===== src/rtl/vga_timing_gen.sv =====
// VGA timing generator: clock-enable divider, h/v counters, registered sync/blank decode
// and a tick-aligned delay line for the sync/valid copies used by the pixel output stage.
module vga_timing_gen #(
    parameter int unsigned CLK_DIV  = 4,
    parameter int unsigned H_ACTIVE = 640,
    parameter int unsigned H_FP     = 16,
    parameter int unsigned H_SYNC   = 96,
    parameter int unsigned H_BP     = 48,
    parameter int unsigned V_ACTIVE = 480,
    parameter int unsigned V_FP     = 10,
    parameter int unsigned V_SYNC   = 2,
    parameter int unsigned V_BP     = 33,
    parameter bit          SYNC_POL = 1'b0,
    parameter int unsigned PIPE_DLY = 2
) (
    input  logic       clk,
    input  logic       rst,
    input  logic       en,
    output logic       pix_ce,
    output logic [9:0] h_cnt,
    output logic [9:0] v_cnt,
    output logic       valid,
    output logic       hsync,
    output logic       vsync,
    output logic       line_start,
    output logic       frame_start,
    output logic       valid_d,
    output logic       hsync_d,
    output logic       vsync_d
);
    localparam int unsigned CNT_W        = 10;
    localparam int unsigned CMP_W        = CNT_W + 1;
    localparam int unsigned DIV_W        = $clog2(CLK_DIV);
    localparam int unsigned H_TOTAL      = H_ACTIVE + H_FP + H_SYNC + H_BP;
    localparam int unsigned V_TOTAL      = V_ACTIVE + V_FP + V_SYNC + V_BP;
    localparam int unsigned H_SYNC_START = H_ACTIVE + H_FP;
    localparam int unsigned H_SYNC_END   = H_SYNC_START + H_SYNC;
    localparam int unsigned V_SYNC_START = V_ACTIVE + V_FP;
    localparam int unsigned V_SYNC_END   = V_SYNC_START + V_SYNC;
    localparam logic        SYNC_IDLE    = ~SYNC_POL;

    logic [DIV_W-1:0] div_cnt;
    logic             tick_c;
    logic [CNT_W-1:0] h_nxt_c;
    logic [CNT_W-1:0] v_nxt_c;
    logic             valid_nxt_c;
    logic             hsync_nxt_c;
    logic             vsync_nxt_c;

    assign tick_c = en && (div_cnt == DIV_W'(CLK_DIV - 1));

    // Next counter position and its decode, so the registered decode never lags the counters.
    always_comb begin
        h_nxt_c = h_cnt + CNT_W'(1);
        v_nxt_c = v_cnt;
        if (h_cnt == CNT_W'(H_TOTAL - 1)) begin
            h_nxt_c = '0;
            v_nxt_c = (v_cnt == CNT_W'(V_TOTAL - 1)) ? '0 : v_cnt + CNT_W'(1);
        end
        valid_nxt_c = ({1'b0, h_nxt_c} < CMP_W'(H_ACTIVE)) &&
                      ({1'b0, v_nxt_c} < CMP_W'(V_ACTIVE));
        hsync_nxt_c = (({1'b0, h_nxt_c} >= CMP_W'(H_SYNC_START)) &&
                       ({1'b0, h_nxt_c} <  CMP_W'(H_SYNC_END))) ? SYNC_POL : SYNC_IDLE;
        vsync_nxt_c = (({1'b0, v_nxt_c} >= CMP_W'(V_SYNC_START)) &&
                       ({1'b0, v_nxt_c} <  CMP_W'(V_SYNC_END))) ? SYNC_POL : SYNC_IDLE;
    end

    always_ff @(posedge clk or posedge rst) begin
        if (rst) begin
            div_cnt     <= '0;
            h_cnt       <= CNT_W'(H_TOTAL - 1);
            v_cnt       <= CNT_W'(V_TOTAL - 1);
            valid       <= 1'b0;
            hsync       <= SYNC_IDLE;
            vsync       <= SYNC_IDLE;
            pix_ce      <= 1'b0;
            line_start  <= 1'b0;
            frame_start <= 1'b0;
        end else begin
            pix_ce      <= tick_c;
            line_start  <= tick_c && (h_nxt_c == '0);
            frame_start <= tick_c && (h_nxt_c == '0) && (v_nxt_c == '0);
            if (en) begin
                div_cnt <= tick_c ? '0 : div_cnt + DIV_W'(1);
            end
            if (tick_c) begin
                h_cnt <= h_nxt_c;
                v_cnt <= v_nxt_c;
                valid <= valid_nxt_c;
                hsync <= hsync_nxt_c;
                vsync <= vsync_nxt_c;
            end
        end
    end

    // Delay line advances with the pixel tick, matching the frame-buffer read latency.
    generate
        if (PIPE_DLY == 0) begin : g_no_dly
            assign valid_d = valid;
            assign hsync_d = hsync;
            assign vsync_d = vsync;
        end else begin : g_dly
            logic [2:0] dly [PIPE_DLY];

            always_ff @(posedge clk or posedge rst) begin
                if (rst) begin
                    for (int i = 0; i < PIPE_DLY; i++) begin
                        dly[i] <= {1'b0, SYNC_IDLE, SYNC_IDLE};
                    end
                end else if (tick_c) begin
                    dly[0] <= {valid, hsync, vsync};
                    for (int i = 1; i < PIPE_DLY; i++) begin
                        dly[i] <= dly[i-1];
                    end
                end
            end

            assign {valid_d, hsync_d, vsync_d} = dly[PIPE_DLY-1];
        end
    endgenerate
endmodule


===== config.mk =====
export PLATFORM = sky130hd
export DESIGN_NAME = vga_timing_gen
export DESIGN_NICKNAME = d
export VERILOG_FILES = /design/src/rtl/vga_timing_gen.sv
export SDC_FILE = /design/constraint.sdc
export NUM_CORES = 1
export LEC_CHECK = 0
export ABC_AREA = 1
export CORE_MARGIN = 2
export CORE_UTILIZATION = 47
export CTS_BUF_LIST = sky130_fd_sc_hd__clkbuf_4 sky130_fd_sc_hd__clkbuf_8
export DETAILED_ROUTE_END_ITERATION = 8
export GPL_TIMING_DRIVEN = 0
export PLACE_DENSITY_LB_ADDON = 0.1
export SKIP_LAST_GASP = 1
export SYNTH_ARGS = -nofsm -noshare
export SYNTH_HDL_FRONTEND = slang
export SYNTH_SLANG_ARGS = --single-unit

===== constraint.sdc =====
create_clock -name clk -period 2.4 [get_ports clk]
set_input_delay 0.48 -clock clk [delete_from_list [all_inputs] [get_ports clk]]
set_output_delay 0.48 -clock clk [all_outputs]
set_load 0.01 [all_outputs]

==> impl_summary.txt <==
----------------------------------------------------
[Route]
  Routed len/inst ... ~14 µm
  Post-DR vias/cell ... 5.26
  Number of remaining DRC errors ... 0
  Router iterations before antenna repair ... 5
  Number of DRC markers after the initial detailed-route iteration ... between 150 and 200
  Routed Wire Length ... between 5000 and 6000 µm
  Antenna Violating Nets Remaining ... 0
  Count of vias placed by the detailed router ... about 2000

[Worst setup path]
  Signal arrival time at the worst endpoint ... around 2.2 ns
  Largest fanout on the critical path ... 10
  Required time at the endpoint of the critical path ... 2.55 ns
  Element type at the critical path end ... flop
  Element type at the critical path start ... input port
  Critical path type ... in2reg

[Worst hold path]
  Path class of the lowest-slack min-delay path ... reg2reg

[Placement]
  Placed wire-length estimate after detailed placement ... around 3800 µm
  GP Congestion ... between 0.8 and 0.9
  # port buffers ... 31

[STA]
  Count of pins over their slew limit ... 0
  Part of the cycle the worst path needs ... around 87%
  Fin Hold WS ... between 0.4 and 0.5 ns
  Final Hold Viols ... 0
  Transition at the pin with the smallest max-transition slack ... between 0.7 and 0.8 ns
  Final clock skew ... roughly 0.0089 ns
  Slew HR ... between 50 and 60%
  Final critical path time including I/O delays and setup ... around 2.1 ns
  Setup repair after global routing missed its margin ... no
  Total Negative Setup Slacks ... 0 ns
  Peak Freq ... ~480 MHz
  Final setup violation count ... 0

[Yosys]
  Synth warn ... 0
  Synthesized instance count ... between 200 and 300
  Area contributors post-synth ... sky130_fd_sc_hd__dfrtp_1 21%, sky130_fd_sc_hd__dfstp_2 20%, sky130_fd_sc_hd__nand2_1 15%
  Syn nets ... slightly below 300
  Fraction of post-synthesis cell area in the top cell type by area ... 21.0%
  Register area share after synthesis ... roughly two fifths
  Netlist area before placement ... roughly 2100 µm²
  Count of different cell masters after synthesis ... 32
  Biggest area consumer among synthesized cells ... sky130_fd_sc_hd__dfrtp_1
  Synthesized flop and latch total ... 34
  Avg Inst Size Synth ... 7.49 µm²

[Global route]
  Remaining global-route overflow ... 0
  Overall fraction of global-route tracks in use ... around 22%
  Initial antenna violation count ... 0
  Wire length of the first global-routing pass ... 8920 µm
  Pin count of the biggest net entering global routing ... 35
  Number of global-route vias before repair ... around 1900

[Cells and area]
  Share of layout cells above drive strength 1 ... between 10% and 20%
  Antenna cells ... 0
  Layout-stage area growth over the synthesis result ... 21.9%
  Final core utilization ... just under 60%
  NumNets Final ... between 300 and 400

[Floorplan]
  Core Region ... 4380 µm²
  Number of cell rows ... 24
  Initial standard-cell utilization of the core ... 48.9%
  Die X-Extent ... between 70 and 80 µm
  IO Count ... 32
  Die height ... roughly 70 µm
  Die footprint ... between 5000 and 6000 µm²

[Clock tree]
  CTS buffer count ... 5
  Clock latency on the worst-skew pair ... between 0.2 and 0.3 ns
  Maximum clock path buffer count ... 2
  CTS H-Tree Depth ... 2
  Buffers inserted by post-CTS timing repair ... 0
  Clock tree from TritonCTS ... done
  Clk sink count ... 34
  CTS resizes ... 0
  Root buf cell ... sky130_fd_sc_hd__clkbuf_8
  Number of buffers inserted by hold repair at cts ... 0
  Clock-pin transition on the worst setup and hold timing paths ... 0.08 ns

[Power]
  Maximum vdd ir drop ... 0.000719 V
  Cell area power density ... between 800 and 900 nW/µm²
  Post-layout total power ... between 2 and 2.5 mW
  Cell leakage power ... 1.33 nW

[Outcome]
  Status ... complete, no violations

[Flow run]
  Total of max-cap violations ... 0

----------------------------------------------------
==> layer usage <==
layer  wire length, µm  vias up  track usage (%)
met4                61        0             7.34
met3               395        7             4.22
li1                  -      997                -
met5                 0        -                0
met1              2430      911             32.8
met2              2280       68             33.5
==> area by class of cell <==
class	count	area, µm²
clock inverter	2	12.5
multi-input combinational	209	1100
buffer	5	20.0
timing repair buffer	31	310
clock buffer	6	82.6
sequential	34	871
inverter	38	148
fill	410	1770
tap	52	65.1
==> path summary, 6_finish.rpt <==
kind                                               start                  endpoint  slack [ns]  depth (start not counted)
worst max-delay path                                  en      v_cnt[7]$_DFFE_PP0P_        0.31                          6
worst min-delay path            g_dly.dly[3]$_DFFE_PP1P_  g_dly.dly[3]$_DFFE_PP1P_        0.47                          2
worst max register to register      h_cnt[0]$_DFFE_PP1P_         hsync$_DFFE_PP1P_        0.37                          9
worst min register to register  g_dly.dly[3]$_DFFE_PP1P_  g_dly.dly[3]$_DFFE_PP1P_        0.47                          2
max in group asynchronous                            rst       valid_d$_DFFE_PP0P_        1.32                          2
min in group asynchronous                            rst     frame_start$_DFF_PP0_        0.62                          2
==> report_power, final <==
group	switching (mW)	internal (mW)	total (mW)
Clock	0.223	0.231	0.453
Combinational	0.476	0.368	0.844
Sequential	0.169	0.759	0.928
Total	0.867	1.36	2.23
==> cells by family (layout without fill, tap and decap cells) <==
group,count (synthesis),in the layout,share of synthesized area [%]
adders and majority gates,5,5,2.92
AOI/OAI and AO/OA,34,34,8.87
DFF,34,34,40.6
xor gates and xnor gates,4,4,1.63
buffers and inverters,43,82,7.82
and+or+nand+nor,166,166,38.1
==> synth_stat cells <==
cell,n
sky130_fd_sc_hd__nand3b_1,1
sky130_fd_sc_hd__nand3_2,3
sky130_fd_sc_hd__nand3_1,21
sky130_fd_sc_hd__dfstp_2,16
sky130_fd_sc_hd__buf_2,1
sky130_fd_sc_hd__clkinv_4,1
sky130_fd_sc_hd__inv_1,34
sky130_fd_sc_hd__o21bai_1,2
sky130_fd_sc_hd__buf_1,1
sky130_fd_sc_hd__o21ai_0,22
sky130_fd_sc_hd__a21oi_1,2
sky130_fd_sc_hd__ha_1,5
sky130_fd_sc_hd__nand4_1,12
sky130_fd_sc_hd__nand2_1,84
sky130_fd_sc_hd__nand2_4,6
sky130_fd_sc_hd__nor2_1,28
sky130_fd_sc_hd__o21a_1,2
sky130_fd_sc_hd__a31oi_1,1
sky130_fd_sc_hd__or2_2,1
sky130_fd_sc_hd__dfrtp_1,18
sky130_fd_sc_hd__a22oi_1,1
sky130_fd_sc_hd__xnor2_1,1
sky130_fd_sc_hd__nand2_2,3
sky130_fd_sc_hd__xor2_1,3
sky130_fd_sc_hd__nor2_8,3
sky130_fd_sc_hd__inv_2,3
sky130_fd_sc_hd__o21ai_1,2
sky130_fd_sc_hd__nor2_4,1
sky130_fd_sc_hd__a31o_2,1
sky130_fd_sc_hd__nor3_1,3
sky130_fd_sc_hd__o211ai_1,1
sky130_fd_sc_hd__clkbuf_1,3
==> flip-flops by register name, indices dropped and copies added (netlist names) <==
name	cells
vsync_d	1
h_cnt	10
g_dly.dly	3
line_start	1
hsync	1
hsync_d	1
valid	1
frame_start	1
v_cnt	10
pix_ce	1
vsync	1
valid_d	1
div_cnt	2
==> stage by stage <==
step / cells / cell area, µm² / worst slack [ns]
final: 377 / 2610 / 0.310
after global routing: 377 / 2610 / 0.108
after CTS: 377 / 2610 / 0.275
after detailed placement: 369 / 2520 / -0.0393
after global placement: 369 / 2520 / 0.00558
after floorplan: 286 / 2140 / 0.580
==> layout by cell type, fill, tap and decap left out, drive strengths merged, types with 5 or more instances in the layout <==
cell type      count
clkbuf             9
clkdlybuf4s50     31
dfrtp             18
dfstp             16
ha                 5
inv               37
nand2             93
nand3             24
nand4             12
nor2              32
o21ai             24
==> critical path, cell delays in order <==
cell and delay (ns):
sky130_fd_sc_hd__clkdlybuf4s50_1 0.52, sky130_fd_sc_hd__nand2_1 0.26, sky130_fd_sc_hd__inv_1 0.14, sky130_fd_sc_hd__buf_2 0.25, sky130_fd_sc_hd__buf_1 0.42, sky130_fd_sc_hd__o21ai_0 0.17
(Power assumes the default switching activity.)
